$ cat config.mk
export PLATFORM = sky130hd
export DESIGN_NAME = lc_otp_prog_req
export DESIGN_NICKNAME = d
export VERILOG_FILES = /design/src/rtl/lc_ctrl_pkg.sv /design/src/rtl/lc_otp_prog_timer.sv /design/src/rtl/lc_otp_prog_req.sv
export SDC_FILE = /design/constraint.sdc
export NUM_CORES = 2
export LEC_CHECK = 0
export ABC_CLOCK_PERIOD_IN_PS = 2550
export BUFFER_PORTS_ARGS = -buffer_cell sky130_fd_sc_hd__buf_4
export CORE_AREA = 4 4 560 562
export CTS_CLUSTER_DIAMETER = 60
export DETAILED_ROUTE_END_ITERATION = 8
export DIE_AREA = 0 0 564 566
export SLEW_MARGIN = 20
export SYNTH_ARGS = -nofsm -noshare
export SYNTH_HDL_FRONTEND = slang
export SYNTH_SLANG_ARGS = --single-unit
$ cat constraint.sdc
create_clock -name clk_i -period 2.55 [get_ports clk_i]
set_input_delay 0.51 -clock clk_i [delete_from_list [all_inputs] [get_ports clk_i]]
set_output_delay 0.51 -clock clk_i [all_outputs]
set_load 0.02 [all_outputs]
$ cat src/rtl/lc_ctrl_pkg.sv
// Shared life cycle controller definitions: word widths, the packed OTP
// programming image, the escalation encoding and the default timeout.
package lc_ctrl_pkg;

  localparam int LcStateWidth = 320;
  localparam int LcCountWidth = 384;
  localparam int LcDataWidth  = LcStateWidth + LcCountWidth;

  // Default request supervision window and the counter width that covers it.
  localparam int TimeoutCyclesDefault = 65535;
  localparam int TimerWidth           = 16;

  // Multi-bit escalation signal; anything other than Off counts as asserted.
  typedef enum logic [3:0] {
    On  = 4'b0101,
    Off = 4'b1010
  } lc_tx_t;

  // Image written into the OTP life cycle partition, state word in the LSBs.
  typedef struct packed {
    logic [LcCountWidth-1:0] cnt;
    logic [LcStateWidth-1:0] state;
  } lc_otp_prog_data_t;

endpackage

$ cat src/rtl/lc_otp_prog_timer.sv
// Saturating cycle counter with synchronous clear and count enable. The
// terminal-count flag is high while the count sits at Limit-1, and the count
// never moves past that value.
module lc_otp_prog_timer
  import lc_ctrl_pkg::*;
#(
  parameter int Width = TimerWidth,
  parameter int Limit = TimeoutCyclesDefault
) (
  input  logic clk,
  input  logic rst_n,
  input  logic clr,
  input  logic en,
  output logic tc
);

  localparam logic [Width-1:0] LastCount = Width'(Limit - 1);

  logic [Width-1:0] count;

  // Increment that sticks at the terminal count instead of wrapping.
  function automatic logic [Width-1:0] sat_inc(input logic [Width-1:0] v);
    return (v == LastCount) ? v : v + Width'(1);
  endfunction

  // Counter register: clear has priority over enable.
  always_ff @(posedge clk or negedge rst_n) begin
    if (!rst_n) begin
      count <= '0;
    end else if (clr) begin
      count <= '0;
    end else if (en) begin
      count <= sat_inc(count);
    end
  end

  assign tc = (count == LastCount);

endmodule

$ cat src/rtl/lc_otp_prog_req.sv
// Requester towards the OTP life cycle interface. Latches a transition
// command into the packed partition image, holds lc_req/lc_data until OTP
// acknowledges, returns a single done/error pulse and supervises the
// transaction with a timeout and escalation.
module lc_otp_prog_req
  import lc_ctrl_pkg::*;
#(
  parameter int TimeoutCycles = TimeoutCyclesDefault
) (
  input  logic                    clk_i,
  input  logic                    rst_ni,
  input  lc_tx_t                  escalate_en_i,
  input  logic                    trans_req_i,
  input  logic [LcStateWidth-1:0] trans_state_i,
  input  logic [LcCountWidth-1:0] trans_cnt_i,
  output logic                    trans_busy_o,
  output logic                    trans_done_o,
  output logic                    trans_err_o,
  output logic                    trans_timeout_o,
  output logic                    fsm_err_o,
  output logic                    lc_req_o,
  output logic [LcDataWidth-1:0]  lc_data_o,
  input  logic                    lc_ack_i,
  input  logic                    lc_err_i
);

  // Sparse encoding, pairwise Hamming distance >= 3, so that a single upset
  // cannot turn one legal state into another; illegal codes fall into ErrorSt.
  typedef enum logic [4:0] {
    IdleSt  = 5'b01110,
    ReqSt   = 5'b10101,
    ErrorSt = 5'b11011
  } state_e;

  state_e            fsm_state;
  state_e            fsm_next;
  lc_otp_prog_data_t data;

  logic esc;
  logic in_req;
  logic latch;
  logic tc;
  logic timeout_evt;
  logic done;
  logic err;

  logic lc_req;
  logic busy;
  logic fsm_err;
  logic timeout;

  lc_otp_prog_timer #(
    .Width (TimerWidth),
    .Limit (TimeoutCycles)
  ) u_timer (
    .clk   (clk_i),
    .rst_n (rst_ni),
    .clr   (latch),
    .en    (in_req),
    .tc    (tc)
  );

  // Event decode and next-state selection; escalation overrides everything,
  // and an ack in the terminal-count cycle beats the timeout.
  always_comb begin
    esc         = (escalate_en_i != Off);
    in_req      = (fsm_state == ReqSt);
    latch       = (fsm_state == IdleSt) && trans_req_i && !esc;
    timeout_evt = in_req && tc && !lc_ack_i && !esc;
    done        = in_req && (lc_ack_i || tc || esc);
    err         = in_req && (esc || (lc_ack_i ? lc_err_i : tc));

    fsm_next = fsm_state;
    case (fsm_state)
      IdleSt: begin
        if (latch) fsm_next = ReqSt;
      end
      ReqSt: begin
        if (timeout_evt || (lc_ack_i && lc_err_i)) begin
          fsm_next = ErrorSt;
        end else if (lc_ack_i) begin
          fsm_next = IdleSt;
        end
      end
      ErrorSt: fsm_next = ErrorSt;
      default: fsm_next = ErrorSt;
    endcase
    if (esc) fsm_next = ErrorSt;
  end

  // State register with registered handshake/status outputs and image latch.
  always_ff @(posedge clk_i or negedge rst_ni) begin
    if (!rst_ni) begin
      fsm_state <= IdleSt;
      lc_req    <= 1'b0;
      busy      <= 1'b0;
      fsm_err   <= 1'b0;
      timeout   <= 1'b0;
      data      <= '0;
    end else begin
      fsm_state <= fsm_next;
      lc_req    <= (fsm_next == ReqSt);
      busy      <= (fsm_next == ReqSt);
      fsm_err   <= fsm_err | (fsm_next == ErrorSt);
      timeout   <= timeout | timeout_evt;
      if (latch) begin
        data <= {trans_cnt_i, trans_state_i};
      end
    end
  end

  assign trans_busy_o    = busy;
  assign trans_done_o    = done;
  assign trans_err_o     = err;
  // The timeout flag shows up already in the cycle the timeout is taken.
  assign trans_timeout_o = timeout | timeout_evt;
  assign fsm_err_o       = fsm_err;
  assign lc_req_o        = lc_req;
  // The image is only visible on the bus while the request is raised.
  assign lc_data_o       = lc_req ? data : '0;

endmodule

==> metrics.md <==
| Metric | Value |
|---|---|
| Unrepaired setup endpoints after global routing | true |
| Final slew viol count | 0 |
| DRT Pass-1 Iters | 5 |
| Via density | 3.41 |
| CTS Sinks | around 730 |
| TritonCTS clock tree | yes |
| Tmin final | a little over 3000 ps |
| Worst Setup SP | u_timer.count[7]$_DFFE_PN0P_ |
| Placed Cells | around 7900 |
| Vias in the first global route | 32818 |
| I/O pins | approximately 1400 |
| Status | finished, violations left |
| Vias | slightly above 30000 |
| Clk slew on worst S/H paths | 60 ps |
| Total track usage | between 10% and 20% |
| Max transition margin | about half |
| HPWL Detailed | 192000 µm |
| IO Port Bufs | 1422 |
| Critical Path Source Type | flop |
| Most common cell in the synthesized netlist | dfrtp_1 |
| Yosys warnings | 0 |
| PwrDens | roughly 420 nW/µm² |
| FMAX | about 330 MHz |
| Ys async rst share | 100% |
| Die Area | 319000 µm² |
| Ys flop type | dfrtp_1 |
| Routed len/inst | 27.9 µm |
| CTS buffer count | approximately 100 |
| Leak | approximately 34 nW |
| Final nets | 5446 |
| Power share of the combinational group | a little under a tenth |
| Final Util | 22.5% |
| Number of library cell types mapped by synthesis | 42 |
| Syn Inst Count | 2404 |
| Worst path max stage delay | 520 ps |
| CP required | 2040 ps |
| Area leader, netlist | dfrtp_1 |
| Die W | 564 µm |
| Largest cells by area after synthesis | dfrtp_1 51%, mux2_4 28%, and2_1 12% |
| Synth Area per Inst | 14.8 µm² |
| Met3 Usage GRT | 5.96% |
| Largest net degree at the start of global routing | 89 |
| Clock Skew | 39.8 ps |
| Cell Int Power | 22.1 mW |
| Top-area cell type share of the netlist area | about half |
| Core area | 308000 µm² |
| Final period utilization | 121% |
| DRC | 0 |
| GP Congestion | 0.994 |
| Crit path kind | reg2out |
| Area Overhead vs Synth | 95.1% |
| Syn nets | ~3100 |
| HP Start | lc_err_i |
| Clock Latency Late Sink | 800 ps |
| Psw | 7.12 mW |
| Hold slack final | 100 ps |
| Post-synth EDFFs | 0 |
| CP Capture Type | output pin |
| Max VDD drop | about 0.45 mV |
| Final WL | 252000 µm |
| Setup slack after layout | -527 ps |
| Final hold violation count | 0 |
| Post-synth top cells | 725 x dfrtp_1, 707 x and2_1, 674 x mux2_4 |
| Die height | ~570 µm |
| Max-Cap Viols | 0 |
| Clk pwr share | 50.4% |
| Root Driver | clkbuf_16 |
| Worst EP arrival | approximately 2600 ps |
| Cell family with most CP delay | simple AND/OR/NAND/NOR gates |
| Met1 usage | 18.1% |
| Final TNS setup | -165460 ps |
| Synthesized flop and latch total | 728 |
| Initial antenna violation count | 266 |
| Pre-CTS setup slack | -16.4 ps |
| Grt ovf | 0 |
| Final Non-Filler Cells | 9043 |
| Sequential share of the synthesized area | 51.2% |
| First-pass GRT wire length | approximately 320000 µm |
| CP bufs+invs | 1 |
| Row cnt | 204 |
| Final setup violation count | 709 |
| Sequence of cells on the critical path | nand4_1 -> or4_4 -> or3_4 -> a21oi_4 -> buf_6 |
| Hold WC Path Type | in2reg |
| Tightest Pin Transition | between 700 and 800 ps |
| Met2 Use GR | between 20% and 30% |
| CTS H-tree lvls | 3 |
| Crit Reg-Reg Startpoint | fsm_state[2]$_DFF_PN1_ |
| Failing checks | setup timing |
| Slowest CP cell | or4_4 |
| Synthesized area | 35600 µm² |
| Gr busiest metal | met2 |
| Sequential share of power | 40.2% |
| Starting Density | 11.5% |
| Worst-path maximum fanout | 6 |
| Share of cells above drive strength 1 | about two thirds |
| Switching Share | 24.4% |
| Max clock buf depth | 4 |
| Initial DRC count | 1876 |
| Filler cells | 32394 |
| Post-route ant nets | 0 |
## kinds of logic after synthesis
| group | count (synthesis) | share of synthesized area, % |
|---|---|---|
| AOI/OAI and AO/OA | 40 | 0.732 |
| buffers and inverters | 166 | 5.02 |
| adders and majority gates | 2 | 0.0704 |
| muxes | 709 | 29.6 |
| and+or+nand+nor | 759 | 13.4 |
| DFF | 728 | 51.2 |
## path summary, 6_finish.rpt
check,endpoint,slack (ps),cells past startpoint
min in group asynchronous,data[197]$_DFFE_PN0P_,210,2
worst min register to register,data[641]$_DFFE_PN0P_,510,1
worst min-delay path,fsm_state[0]$_DFF_PN0_,100,3
max in group asynchronous,data[391]$_DFFE_PN0P_,1210,4
worst max register to register,data[314]$_DFFE_PN0P_,130,5
worst max-delay path,trans_err_o,-530,5
## timing repair
action | 4_1_cts | 5_1_grt
pin swaps | 10 | 7
buffers inserted | 71 | 35
hold endpoints to repair | 813 | 0
cloned | 80 | 20
setup endpoints to repair | 704 | 709
hold buffers | 706 | 0
resized for setup | 1265 | 413
## metal layers
metal  vias to the layer above  share of wire (%)
met5                         -               0.45
met4                       192                5.9
met3                       635                 10
met2                      1728                 43
met1                     15346                 41
li1                      12906                  -
## tightest hold or removal path: stages
cell and delay [ps]:
buf_4 90, nor2b_1 50, o221ai_1 200
## power by group through the flow
stage | clock network [mW] | logic (mW) | registers, mW
floorplan | 0 | 0.190 | 11.9
global placement | 0 | 1.48 | 11.9
detailed placement | 0 | 1.51 | 11.9
CTS | 15.2 | 2.76 | 11.8
global route | 15.7 | 2.90 | 11.8
finish | 14.7 | 2.73 | 11.8
## layout make-up
| type | instances | area [µm²] | area share [%] |
|---|---|---|---|
| Antenna cell | 114 | 285 | 0.411 |
| Clock buffer | 133 | 2840 | 4.09 |
| Clock inverter | 49 | 628 | 0.906 |
| Inverter | 3 | 11.3 | 0.0162 |
| Multi-Input combinational cell | 1510 | 17300 | 24.9 |
| Sequential cell | 728 | 18200 | 26.3 |
| Tap cell | 4120 | 5150 | 7.43 |
| Timing Repair Buffer | 2386 | 24900 | 36.0 |
## stage by stage
stage	instance area (µm²)	power, mW
after global routing	69200	30.3
final	69400	29.2
after CTS	68000	29.7
after floorplan	35600	12.1
after global placement	50600	13.4
after detailed placement	50600	13.5
## cells in the final DEF, fill, tap and decap left out, types with 4 or more instances in the layout
cell           instances
buf_4                819
dfrtp_1              723
dlygate4sd3_1        706
mux2_4               674
and2_4               666
buf_6                651
clkbuf_16            117
diode_2              114
buf_12                93
buf_8                 52
buf_16                50
and2_1                41
mux2_2                30
a21oi_1               17
clkbuf_8              17
clkbuf_1              14
nand2_1               13
clkinv_2              12
bufinv_16              9
o31ai_1                8
or4_1                  8
inv_6                  8
clkinv_4               7
clkinvlp_4             6
mux2i_1                5
nand4_1                4
o221ai_1               4
inv_8                  4
## sequential cells by signal, indices dropped and copies added (netlist names)
signal / flops
data: 704
fsm_err_o: 1
fsm_state: 5
timeout: 1
trans_busy_o: 1
u_timer.count: 16
Power figures use the tool's default switching activity.
